<file path="src/rtl/mfp_eic_controller.sv">
// External interrupt controller for a MIPS core in EIC mode: sense, pend, prioritise, present.
// Optional macro MFP_EIC_SYNC_EN inserts a 2-flop synchronizer on irq_in.
module mfp_eic_controller #(
    parameter int unsigned EIC_CHANNELS = 32
) (
    input  logic                    SI_ClkIn,
    input  logic                    SI_Reset,
    input  logic [EIC_CHANNELS-1:0] irq_in,
    input  logic                    cfg_we,
    input  logic [1:0]              cfg_addr,
    input  logic [EIC_CHANNELS-1:0] cfg_wdata,
    output logic [EIC_CHANNELS-1:0] cfg_rdata,
    input  logic                    EIC_IAck,
    output logic [5:0]              EIC_RIPL,
    output logic [5:0]              EIC_Vector,
    output logic [3:0]              EIC_EISS,
    output logic                    eic_busy
);

    localparam logic [1:0] StIdle    = 2'd0;
    localparam logic [1:0] StPresent = 2'd1;
    localparam logic [1:0] StRetire  = 2'd2;

    logic [EIC_CHANNELS-1:0] mask_q, mask_d, sense_q, sense_d, pend_q, pend_d, prev_q;
    logic [EIC_CHANNELS-1:0] irq_s, elig, rise, force_set, w1c, ack_vec;
    logic [1:0]              state_q, state_d;
    logic [5:0]              vector_q, vector_d, ripl_q, ripl_d, win;
    logic                    busy_q, busy_d, any_elig, ack_hit;
    logic                    wr_mask, wr_sense, wr_pend, wr_force;

`ifdef MFP_EIC_SYNC_EN
    logic [EIC_CHANNELS-1:0] sync1_q, sync2_q;

    always_ff @(posedge SI_ClkIn) begin
        if (SI_Reset) begin
            sync1_q <= '0;
            sync2_q <= '0;
        end else begin
            sync1_q <= irq_in;
            sync2_q <= sync1_q;
        end
    end

    assign irq_s = sync2_q;
`else
    assign irq_s = irq_in;
`endif

    assign wr_mask  = cfg_we && (cfg_addr == 2'd0);
    assign wr_sense = cfg_we && (cfg_addr == 2'd1);
    assign wr_pend  = cfg_we && (cfg_addr == 2'd2);
    assign wr_force = cfg_we && (cfg_addr == 2'd3);

    assign elig     = pend_q & mask_q;
    assign any_elig = |elig;
    assign ack_hit  = (state_q == StPresent) && EIC_IAck;

    // Highest eligible index wins.
    always_comb begin
        win = '0;
        for (int i = 0; i < int'(EIC_CHANNELS); i++) begin
            if (elig[i]) win = 6'(i);
        end
    end

    always_comb begin
        for (int i = 0; i < int'(EIC_CHANNELS); i++) begin
            ack_vec[i] = ack_hit && (vector_q == 6'(i));
        end
    end

    // Sets (force, edge) dominate clears so a coinciding event is never lost;
    // level channels simply follow the line.
    assign rise      = irq_s & ~prev_q;
    assign force_set = wr_force ? cfg_wdata : '0;
    assign w1c       = wr_pend ? cfg_wdata : '0;
    assign pend_d    = force_set
                     | (sense_q & (rise | (pend_q & ~(w1c | ack_vec))))
                     | (~sense_q & irq_s);
    assign mask_d    = wr_mask ? cfg_wdata : mask_q;
    assign sense_d   = wr_sense ? cfg_wdata : sense_q;

    always_comb begin
        state_d  = state_q;
        vector_d = vector_q;
        ripl_d   = ripl_q;
        busy_d   = busy_q;
        case (state_q)
            StIdle: begin
                if (any_elig) begin
                    state_d  = StPresent;
                    vector_d = win;
                    ripl_d   = win + 6'd1;
                    busy_d   = 1'b1;
                end
            end
            StPresent: begin
                if (EIC_IAck) begin
                    state_d = StRetire;
                    ripl_d  = '0;
                end else if (!any_elig) begin
                    state_d = StIdle;
                    ripl_d  = '0;
                    busy_d  = 1'b0;
                end else if (win != vector_q) begin
                    vector_d = win;
                    ripl_d   = win + 6'd1;
                end
            end
            StRetire: begin
                state_d = StIdle;
                busy_d  = 1'b0;
            end
            default: begin
                state_d = StIdle;
                ripl_d  = '0;
                busy_d  = 1'b0;
            end
        endcase
    end

    always_ff @(posedge SI_ClkIn) begin
        if (SI_Reset) begin
            mask_q   <= '0;
            sense_q  <= '0;
            pend_q   <= '0;
            prev_q   <= '0;
            state_q  <= StIdle;
            vector_q <= '0;
            ripl_q   <= '0;
            busy_q   <= 1'b0;
        end else begin
            mask_q   <= mask_d;
            sense_q  <= sense_d;
            pend_q   <= pend_d;
            prev_q   <= irq_s;
            state_q  <= state_d;
            vector_q <= vector_d;
            ripl_q   <= ripl_d;
            busy_q   <= busy_d;
        end
    end

    always_comb begin
        case (cfg_addr)
            2'd0:    cfg_rdata = mask_q;
            2'd1:    cfg_rdata = sense_q;
            2'd2:    cfg_rdata = pend_q;
            default: cfg_rdata = '0;
        endcase
    end

    assign EIC_RIPL   = ripl_q;
    assign EIC_Vector = vector_q;
    assign EIC_EISS   = 4'd0;
    assign eic_busy   = busy_q;

endmodule

</file>
<file path="config.mk">
export PLATFORM = sky130hd
export DESIGN_NAME = mfp_eic_controller
export DESIGN_NICKNAME = d
export VERILOG_FILES = /design/src/rtl/mfp_eic_controller.sv
export SDC_FILE = /design/constraint.sdc
export NUM_CORES = 1
export LEC_CHECK = 0
export ABC_AREA = 1
export CELL_PAD_IN_SITES_DETAIL_PLACEMENT = 0
export CELL_PAD_IN_SITES_GLOBAL_PLACEMENT = 1
export CORE_MARGIN = 2
export CORE_UTILIZATION = 38
export CTS_BUF_LIST = sky130_fd_sc_hd__clkbuf_4
export DETAILED_ROUTE_END_ITERATION = 10
export HOLD_SLACK_MARGIN = 0.1
export PLACE_DENSITY = 0.92
export SKIP_CTS_REPAIR_TIMING = 1
export SLEW_MARGIN = 15
export SYNTH_ARGS = -nofsm -noshare
export SYNTH_HDL_FRONTEND = slang
export SYNTH_SLANG_ARGS = --single-unit
export TNS_END_PERCENT = 10
</file>
<file path="constraint.sdc">
create_clock -name SI_ClkIn -period 3.3 [get_ports SI_ClkIn]
set_clock_uncertainty 0.2 [all_clocks]
set_input_delay 0.66 -clock SI_ClkIn [delete_from_list [all_inputs] [get_ports SI_ClkIn]]
set_output_delay 0.66 -clock SI_ClkIn [all_outputs]
set_load 0.05 [all_outputs]
</file>
Word-level counts from Yosys, hierarchy flattened
Cells that the tools add are included.
{"block": "totals", "regBits": 143, "out_inout_bits": 49}
{"block": "classes", "reduce_logical": 46, "bitwise": 13, "n_eq_ne": 44, "n_addsub": 1, "muxes": 52}
{"operator": "6-bit 2-to-1 mux", "n": 38}
{"operator": "32-bit bitwise AND", "n": 5}
{"operator": "32-bit bitwise OR", "n": 4}
{"operator": "6-bit by 5-bit equality test with 1-bit output, second input constant", "n": 16}
{"operator": "32-bit inverter", "n": 3}
{"operator": "32-bit one-hot mux with 3 select lines", "n": 1}
{"operator": "32-bit 2-to-1 mux", "n": 2}
{"operator": "6-bit by 4-bit equality test with 1-bit output, second input constant", "n": 8}
{"operator": "1-bit logical AND", "n": 37}
{"operator": "32-bit OR reduction", "n": 1}
{"operator": "6-bit by 3-bit equality test with 1-bit output, second input constant", "n": 4}
{"operator": "6-bit one-hot mux with 3 select lines", "n": 1}
{"operator": "6-bit by 2-bit equality test with 1-bit output, second input constant", "n": 2}
{"operator": "6-bit one-hot mux with 2 select lines", "n": 1}
{"operator": "2-bit != test, second input constant", "n": 4}
{"operator": "6-bit by 1-bit adder with 6-bit output, second input constant", "n": 1}
{"operator": "2-bit equality test, second input constant", "n": 3}
{"operator": "6-bit by 1-bit equality test with 1-bit output, second input constant", "n": 1}
{"operator": "6-bit zero test", "n": 1}
{"operator": "2-bit 2-to-1 mux", "n": 3}
{"operator": "6-bit != test", "n": 1}
{"operator": "3-bit AND reduction", "n": 2}
{"operator": "5-bit AND reduction", "n": 1}
{"operator": "2-bit by 1-bit equality test with 1-bit output, second input constant", "n": 2}
{"operator": "10 further kinds", "n": 14}

Longest topological paths before layout
Gate-level depths: netlist of the first run.
{"block": "depth", "depth_word": 37, "depth_mapped": 40, "mapped_depth_nobuf": 40}

Worst setup path before layout of the first run
Ideal clock, no wire load.
{"block": "synth_path", "path_type": "input to output", "start": "in cfg_addr[1]", "end": "out cfg_rdata[12]", "arrival_ns": 2.372, "cell_stages": 5, "path_slack_ns": 0.068, "path_cell_list": "clkbuf_1 nor2_1 inv_2 buf_1 o211ai_1"}
{"block": "synth_between", "elab_chain_len": 2, "word_cells_on_any_way": 4}
{"item": "start: declaration", "line_no": "10", "source": "input logic [1:0] cfg_addr,"}
{"item": "2-bit equality test, or another cell as far along", "line_no": "145", "source": "case (cfg_addr)"}
{"item": "32-bit one-hot mux with 3 select lines (*)", "line_no": "145"}
{"item": "end: declaration", "line_no": "12", "source": "output logic [EIC_CHANNELS-1:0] cfg_rdata,"}
Mark *: on every way between the ends. The rest lies on a longest branch, timed or not.

Worst setup path in the final report of the first run
{"block": "layout_path", "start": "in cfg_addr[0]", "end": "out cfg_rdata[25]"}
The elaborated chain is that of the path after synthesis.

==> impl_summary.md, run 1 <==
Global route
The maximum number of pins on one net before global-route repair is 71. The number of antenna violations at the first check in global routing was 0. The number of global-route vias before repair is 6813. In the global route stage, overall resource usage came out at 23.7%. The first global-routing pass estimated 34600 µm of wire. The total congestion overflow after global routing is 0.

CTS
The tree is rooted in a clkbuf_4. The H-tree was split into 4 levels. The number of buffers added by the clock tree synthesis step is 17. The worst-skew pair later-pin latency is 0.56 ns. Counting every sink on the clock net gives 142. No sink is reached through more buffers than the 2 on the longest clock path. The TritonCTS clock tree is built. The clock slew at the register clock pins of the worst setup and hold paths is 0.12 ns.

Timing
The number of slew-limit violations in the final report is 0. The normalized max-slew margin is 46.1%. The highest clock frequency the design can meet is 316 MHz. After layout, the worst path uses 96.0% of the clock period. After layout, the minimum clock period comes to 3.17 ns. After routing, the total negative slack on setup checks comes to 0 ns.

The final number of hold-violating endpoints is 0. Setup repair after global routing could not meet its margin everywhere. The number of setup violations in the final report is 0.

At the pin with the least slew margin, the transition time is 0.809 ns. Hold is met by 0.285 ns.

Cells and area
The number of antenna cells inserted is 0. The post-route netlist has 9.82% of its cells at a drive strength greater than 1. For this run, the number of standard cells in the final layout without fillers is 1345.

Compared with the post-synthesis result, the final layout area differs by 31.1%. The post-layout utilization of the core is 50.9%. In the final design database the tool counted 1178 nets.

Min path
The kind of path behind the tightest hold check is reg -> reg. The startpoint of the tightest hold check path is mask_q[1]. The worst hold path passes through 2 cells. For hold timing, the worst endpoint is mask_q[1].

Route
After the first detailed-routing iteration, the DRC count stood at 538. The average wire per standard cell is 15.8 µm. For this run, design rule violations remaining after detail routing come to 0. For this block, the routed nets add up to 21200 µm of wire.

The number of detailed-route iterations in the first pass is 7. The routed layout has 7094 vias. Dividing the detail-routed via count by the number of cells gives 5.27. The detail route stage leaves a number of antenna-violating nets equal to 0.

Setup path
The cell type group with the largest total delay on the critical path is buffers and inverters. The signal arrival time at the worst endpoint is 2.31 ns. Data on the critical path is required at its endpoint by 2.44 ns. Traced cell by cell, the critical path runs through clkdlybuf4s50_1 > clkinv_1 > nor2_1 > inv_2 > o211ai_1 > buf_12.

Of all nets on the critical path, the largest fanout is 28. The reg-to-reg critical path startpoint is pend_q[1]. The type of the setup path with the least slack is in -> out. On the critical path, the stage with the largest delay is an instance of clkdlybuf4s50_1.

In this run the critical register-to-register path is captured at EIC_Vector[4]. The number of buffer and inverter stages on the critical path is 4. STA classifies the critical path endpoint as an output pin. In this design, the stage delay of the slowest critical-path cell is 0.52 ns.

The worst register-to-register path has a setup slack of 0.24 ns. The start point of the critical path is cfg_addr[0]. The critical path startpoint category is an input pin.

The worst reg-to-reg path cell count is 36.

Synthesis
The synthesized area per cell is 6.73 µm². After synthesis the cells add up to 6710 µm². The post-synthesis register bit count is 142.

The number of different library cells used by synthesis comes to 31. For this run, the register share of the synthesized area comes to 42.3%. The cell count after synthesis is 998. The count of synthesis-stage warnings from yosys is 0.

Die
The die area is 18700 µm². The total number of placement rows is 48. From left edge to right edge, the die measures 137 µm. The starting density of the core is 38.8%.

The floorplan step defined a core boundary enclosing 17300 µm². 119 I/O pins were placed. The height of the chip is 137 µm.

Placement
Port buffering added 113 buffers. The total placed cells including tap cells is 1308. The last weighted congestion value of the routability-driven placer is 0.907. The wire-length estimate of the detail-placed layout is 15200 µm.

Run status
The run finished with clean final reports.

Power
The worst IR drop on VDD is 0.265 mV. Summed over all cells, the static leakage comes to 3.63 nW. The power per unit of standard cell area is 507 nW/µm².

Job
The max-cap check violation count is 0.
==> sequential cells by signal (all words and copies together) (netlist names) <==
register	cells
pend_q	32
EIC_Vector	5
EIC_RIPL	6
sense_q	32
eic_busy	1
mask_q	32
prev_q	32
state_q	2
==> cell usage in the layout, fill, tap and decap left out, types with 2 or more instances in the layout <==
cell type / synthesis / final
inv_2: 2 / 3
o211ai_1: 31 / 31
nand2_2: 2 / 6
nand2_1: 206 / 201
nand2_4: 2 / 3
dfxtp_2: 0 / 4
inv_1: 103 / 102
clkinvlp_4: 0 / 2
o21ai_0: 64 / 63
nand4_2: 2 / 2
bufinv_16: 0 / 4
clkbuf_4: 0 / 18
nor2_2: 0 / 4
xor2_1: 2 / 2
a31oi_1: 4 / 4
nand4_1: 22 / 22
o21bai_1: 2 / 2
clkdlybuf4s50_1: 0 / 80
o2111ai_1: 10 / 10
conb_1: 1 / 5
a21oi_1: 140 / 140
nand3_1: 43 / 43
clkinv_2: 0 / 2
buf_4: 5 / 25
nor2_1: 155 / 151
clkinv_1: 4 / 9
buf_12: 0 / 33
dfxtp_1: 142 / 138
==> stage by stage <==
stage | setup slack [ns] | cell area [µm²] | total power [mW]
after floorplan | 0.0680 | 6730 | 2.75
after global placement | 0.150 | 8410 | 3.21
after detailed placement | 0.111 | 8410 | 3.22
after CTS | 0.0709 | 8710 | 4.44
after global routing | -0.222 | 8800 | 4.70
final | 0.132 | 8800 | 4.46
==> how the worst max path moves through the flow <==
stage | depth (start not counted) | slack, ns | end
after floorplan | 5 | 0.07 | cfg_rdata[12]
after global placement | 40 | 0.15 | EIC_RIPL[4]
after detailed placement | 40 | 0.11 | EIC_RIPL[4]
after CTS | 40 | 0.07 | EIC_RIPL[4]
after global routing | 40 | -0.22 | EIC_RIPL[4]
final | 6 | 0.13 | cfg_rdata[25]
==> power by group <==
part,switching (mW),internal (mW),total (mW)
logic,0.799,0.465,1.26
registers,0.109,1.85,1.96
clock network,0.646,0.596,1.24
total,1.55,2.91,4.46
==> synthesized netlist by cell type, drive strengths merged <==
cell type	count	area share, %
nor2	155	8.7
inv	105	5.9
o31ai	1	0.11
o21bai	2	0.22
a31oi	4	0.37
a21boi	1	0.11
conb	1	0.056
ha	1	0.19
o211ai	31	3.5
buf	12	1.1
nand4	24	2.4
clkinv	4	0.22
nor3	2	0.15
o21ai	64	4.8
nand3	43	3.2
a2111oi	1	0.13
o311ai	1	0.13
clkbuf	41	2.3
dfxtp	142	42
o221ai	1	0.13
nand2	210	12
xor2	2	0.26
o2111ai	10	1.3
a21oi	140	10
==> worst reg2reg max path: cells and delay by family, from the launching register on <==
family	cells	cell delay, ns
AO/OA/AOI/OAI	1	0.22
AND/OR/NAND/NOR	33	2.00
flip-flops	1	0.37
buffers and inverters	2	0.18
==> cell families (layout without fill, tap and decap cells) <==
logic type	Yosys count	after routing	synth area share, %
adder cells (fa/ha/maj)	1	1	0.186
AO/OA/AOI/OAI	256	256	21.2
XOR/XNOR	2	2	0.261
buffers and inverters	162	280	9.47
AND/OR/NAND/NOR	434	434	26.5
other	1	5	0.0559
flip-flops	142	142	42.3
==> area by class of cell <==
cell class / instances / area (µm²)
fill: 1743 / 8500
multi-input combinational: 698 / 3300
sequential: 142 / 2850
timing repair buffer: 139 / 1650
inverter: 109 / 409
tap: 225 / 282
clock inverter: 14 / 173
clock buffer: 18 / 135
==> routing by layer <==
layer	part of all wire, %	track usage, %	vias to the layer above
met5	0	0	-
met4	3.1	9.51	0
met3	4.9	4.67	53
met2	48	39.0	235
met1	44	30.5	3303
li1	-	-	3503
Power figures use the tool's default switching activity.
==> run 2, diff against run 1 <==
==> constraint.sdc (replaced) <==
create_clock -name SI_ClkIn -period 3.2 [get_ports SI_ClkIn]
set_clock_uncertainty 0.2 [all_clocks]
set_input_delay 0.64 -clock SI_ClkIn [delete_from_list [all_inputs] [get_ports SI_ClkIn]]
set_output_delay 0.64 -clock SI_ClkIn [all_outputs]
set_load 0.05 [all_outputs]
==> run 2 against run 1 <==
Effect of this change:
- cell count unchanged
- core utilization unchanged
- power increased by 0.89%
- sequential share of layout area about the same
- clock power decreased by 6%
- die area unchanged
- largest cell class unchanged
==> impl_summary.md, run 2 (synthesis results as in run 1) <==
Run status
The run finished with clean final reports.

Cells and area
Cells with a size suffix above 1 make up 9.92% of the layout. The finished layout holds 1345 standard cells, fillers aside. The post-layout utilization of the core is 50.9%. The library cell used most frequently in the layout, excluding fill and tap cells, is nand2_1. At the end of the flow, the number of nets in the layout was 1177. The library cells used most frequently in the layout, excluding fill and tap cells, are 203 x nand2_1, 150 x nor2_1, 140 x a21oi_1.

After routing the design area is 8800 µm². The area growth from synthesis to layout is 31.1%.

CTS
Clock-pin slew was measured on the worst setup and hold paths at 0.12 ns. The total number of H-tree levels is 4. The count of clock tree sinks is 142.

At the later pin of the worst-skew pair, clock insertion delay measures 0.55 ns. TritonCTS built the clock tree. The worst-case clock buffer depth is 2.

Buffers inserted during clock tree synthesis total 17. CTS placed an instance of clkbuf_4 at the clock tree root.

Global route
The number of antenna violations at the first check in global routing is 1. For this run, the total global-route usage over all layers was measured as 22.6%. After global routing the overflow that remains totals 0.

The first global-routing pass estimated 32700 µm of wire. Entering global routing, the biggest net connects 71 pins. The number of global-route vias before repair is 6393.

Timing
The normalized max-slew margin is 43.8%. The number of slew-limit violations in the final report is 0. The highest clock frequency the design can meet is 327 MHz. In the finished design, the share of the clock period the worst path needs comes to 95.5%. The final setup slack of the worst path is 0.144 ns.

The number of setup violations in the final report is 0. Setup repair after global routing could not meet its margin everywhere. The final number of hold-violating endpoints is 0.

The post-route minimum period is 3.06 ns. For the pin with the worst max-slew slack, the measured transition is 0.837 ns.

Setup path
The signal arrival time at the worst endpoint is 2.22 ns. Grouping stages by cell kind, the critical path spends the most delay in buffers and inverters. The worst setup path is captured at an output pin. The type of the setup path with the least slack is in -> out. Along the worst path, the maximum fanout reaches 19.

The delay contributed by the slowest stage of the critical path is 0.49 ns. The most numerous cell type found on the critical path is buf_12. The critical path goes through clkdlybuf4s50_1 > clkinv_1 > nor2_1 > inv_2 > buf_12 > o211ai_1 > buf_12.

The reg2reg setup slack is 0.25 ns. The number of buffer and inverter stages on the critical path is 5. The terminus of the critical flop-to-flop path is EIC_Vector[0]. On the critical path, the stage with the largest delay is an instance of clkdlybuf4s50_1.

The critical path startpoint category is an input pin. The reg-to-reg critical path startpoint is pend_q[7]. Data on the critical path is required at its endpoint by 2.36 ns.

The worst reg-to-reg path cell count is 16.

Power
The overall power consumption is 4.50 mW. In this run the power density over the cells is 512 nW/µm². Internal power comes to 2.87 mW. The standby leakage power is 3.58 nW.

The net switching component of the power is 1.63 mW. The sequential cell fraction of total power is 44.7%. The clock network fraction of design power is 25.8%.

The switching share of power is 36.3%. The worst IR drop on VDD is 0.329 mV. The relative contribution of combinational cells to total power is 29.4%.

Die
The core footprint is 17300 µm². The total number of placement rows is 48. The width of the die is 137 µm.

Once the floorplan was initialized, standard cells occupied 38.8% of the core. The die area is 18700 µm². The die is 137 µm tall. 119 I/O pins were placed.

Min path
The kind of path behind the tightest hold check is reg -> reg. The path with the worst hold slack has its endpoint at mask_q[2]. Along the worst hold path, the cell count comes to 2.

The worst hold path begins at mask_q[2].

Route
In the final routed layout, each cell accounts on average for 15.4 µm. The number of detailed-route iterations in the first pass is 6. Wires add up to 20800 µm. In this run, the number of DRC markers left after iteration 0 of detailed routing was 580. The ratio of routed vias to standard cells is 5.18. The total number of vias is 6969. The number of routed nets with antenna violations is 0. The DRC violation count after routing is 0.

Placement
Detailed placement finished with a half-perimeter wire length of 15000 µm. The number of buffers added on ports is 113. The worst slack at placement is 0.0926 ns. Including well taps, the total number of placed cells is 1311. The area after detailed placement is 8440 µm².

Routability-driven placement finished with a final weighted congestion of 0.899.

Job
The tool flagged a number of max-cap violations equal to 0.
run 2: cell types whose count changed in the layout (fill, tap and decap cells not counted), moves of 2 or more:
cell        change
bufinv_16       -2
clkinvlp_4      +2
nand2_2         -2
nand4_4         +2
clkinv_1        -4
clkinv_4        +2
nand2_1         +2
nand4_2         -2
buf_4           -3
run 2: cell type report:
class,count,area (µm²)
diodes,1,2.50
clock buffers,19,143
clock inverters,13,141
fillers,1740,8500
inverters,109,409
multi-input cells,699,3330
flip-flops and latches,142,2850
well taps,225,282
repair buffers,137,1650
run 2: power groups by stage:
stage,sequential [mW],combinational (mW),clock (mW)
after floorplan,2.17,0.662,0
after global routing,2.03,1.45,1.26
after global placement,2.05,1.27,0
after CTS,2.01,1.28,1.19
final,2.01,1.32,1.16
after detailed placement,2.05,1.28,0
run 2: per-stage QoR:
step                hold slack [ns]  setup TNS [ns]
floorplan                     0.242               0
global placement              0.263               0
detailed placement            0.269               0
CTS                           0.288               0
global route                  0.305           -1.71
finish                        0.291               0
run 2: worst reg2reg max path, cell delays in order, from the launching register on:
cell	delay [ns]
dfxtp_1	0.35
nand2_1	0.11
nand2_1	0.08
a31oi_1	0.23
o21bai_1	0.10
a31oi_1	0.17
o21bai_1	0.09
a31oi_1	0.18
nor2_1	0.06
o21ai_0	0.15
nand2_1	0.16
xor2_1	0.18
nor2_2	0.25
inv_1	0.07
o311ai_0	0.34
nand2_1	0.08
a21oi_1	0.11
run 2: worst max-delay path by stage:
stage	from	end	slack, ns	cells past startpoint
2_1_floorplan	cfg_addr[1]	cfg_rdata[12]	0.008	5
3_3_place_gp	pend_q[1]	EIC_RIPL[4]	0.13	40
3_5_place_dp	pend_q[1]	EIC_RIPL[4]	0.09	40
4_1_cts	pend_q[1]	EIC_RIPL[4]	0.05	40
5_1_grt	pend_q[1]	EIC_RIPL[4]	-0.19	40
6_report	cfg_addr[0]	cfg_rdata[10]	0.14	7
run 2: layer usage:
layer  up-vias  wire [µm]  global-route usage (%)
met5         -          0                       0
met4         0        467                    7.33
met1      3191       9230                    29.3
li1       3503          -                       -
met3        39       1320                    5.07
met2       236       9730                    37.3
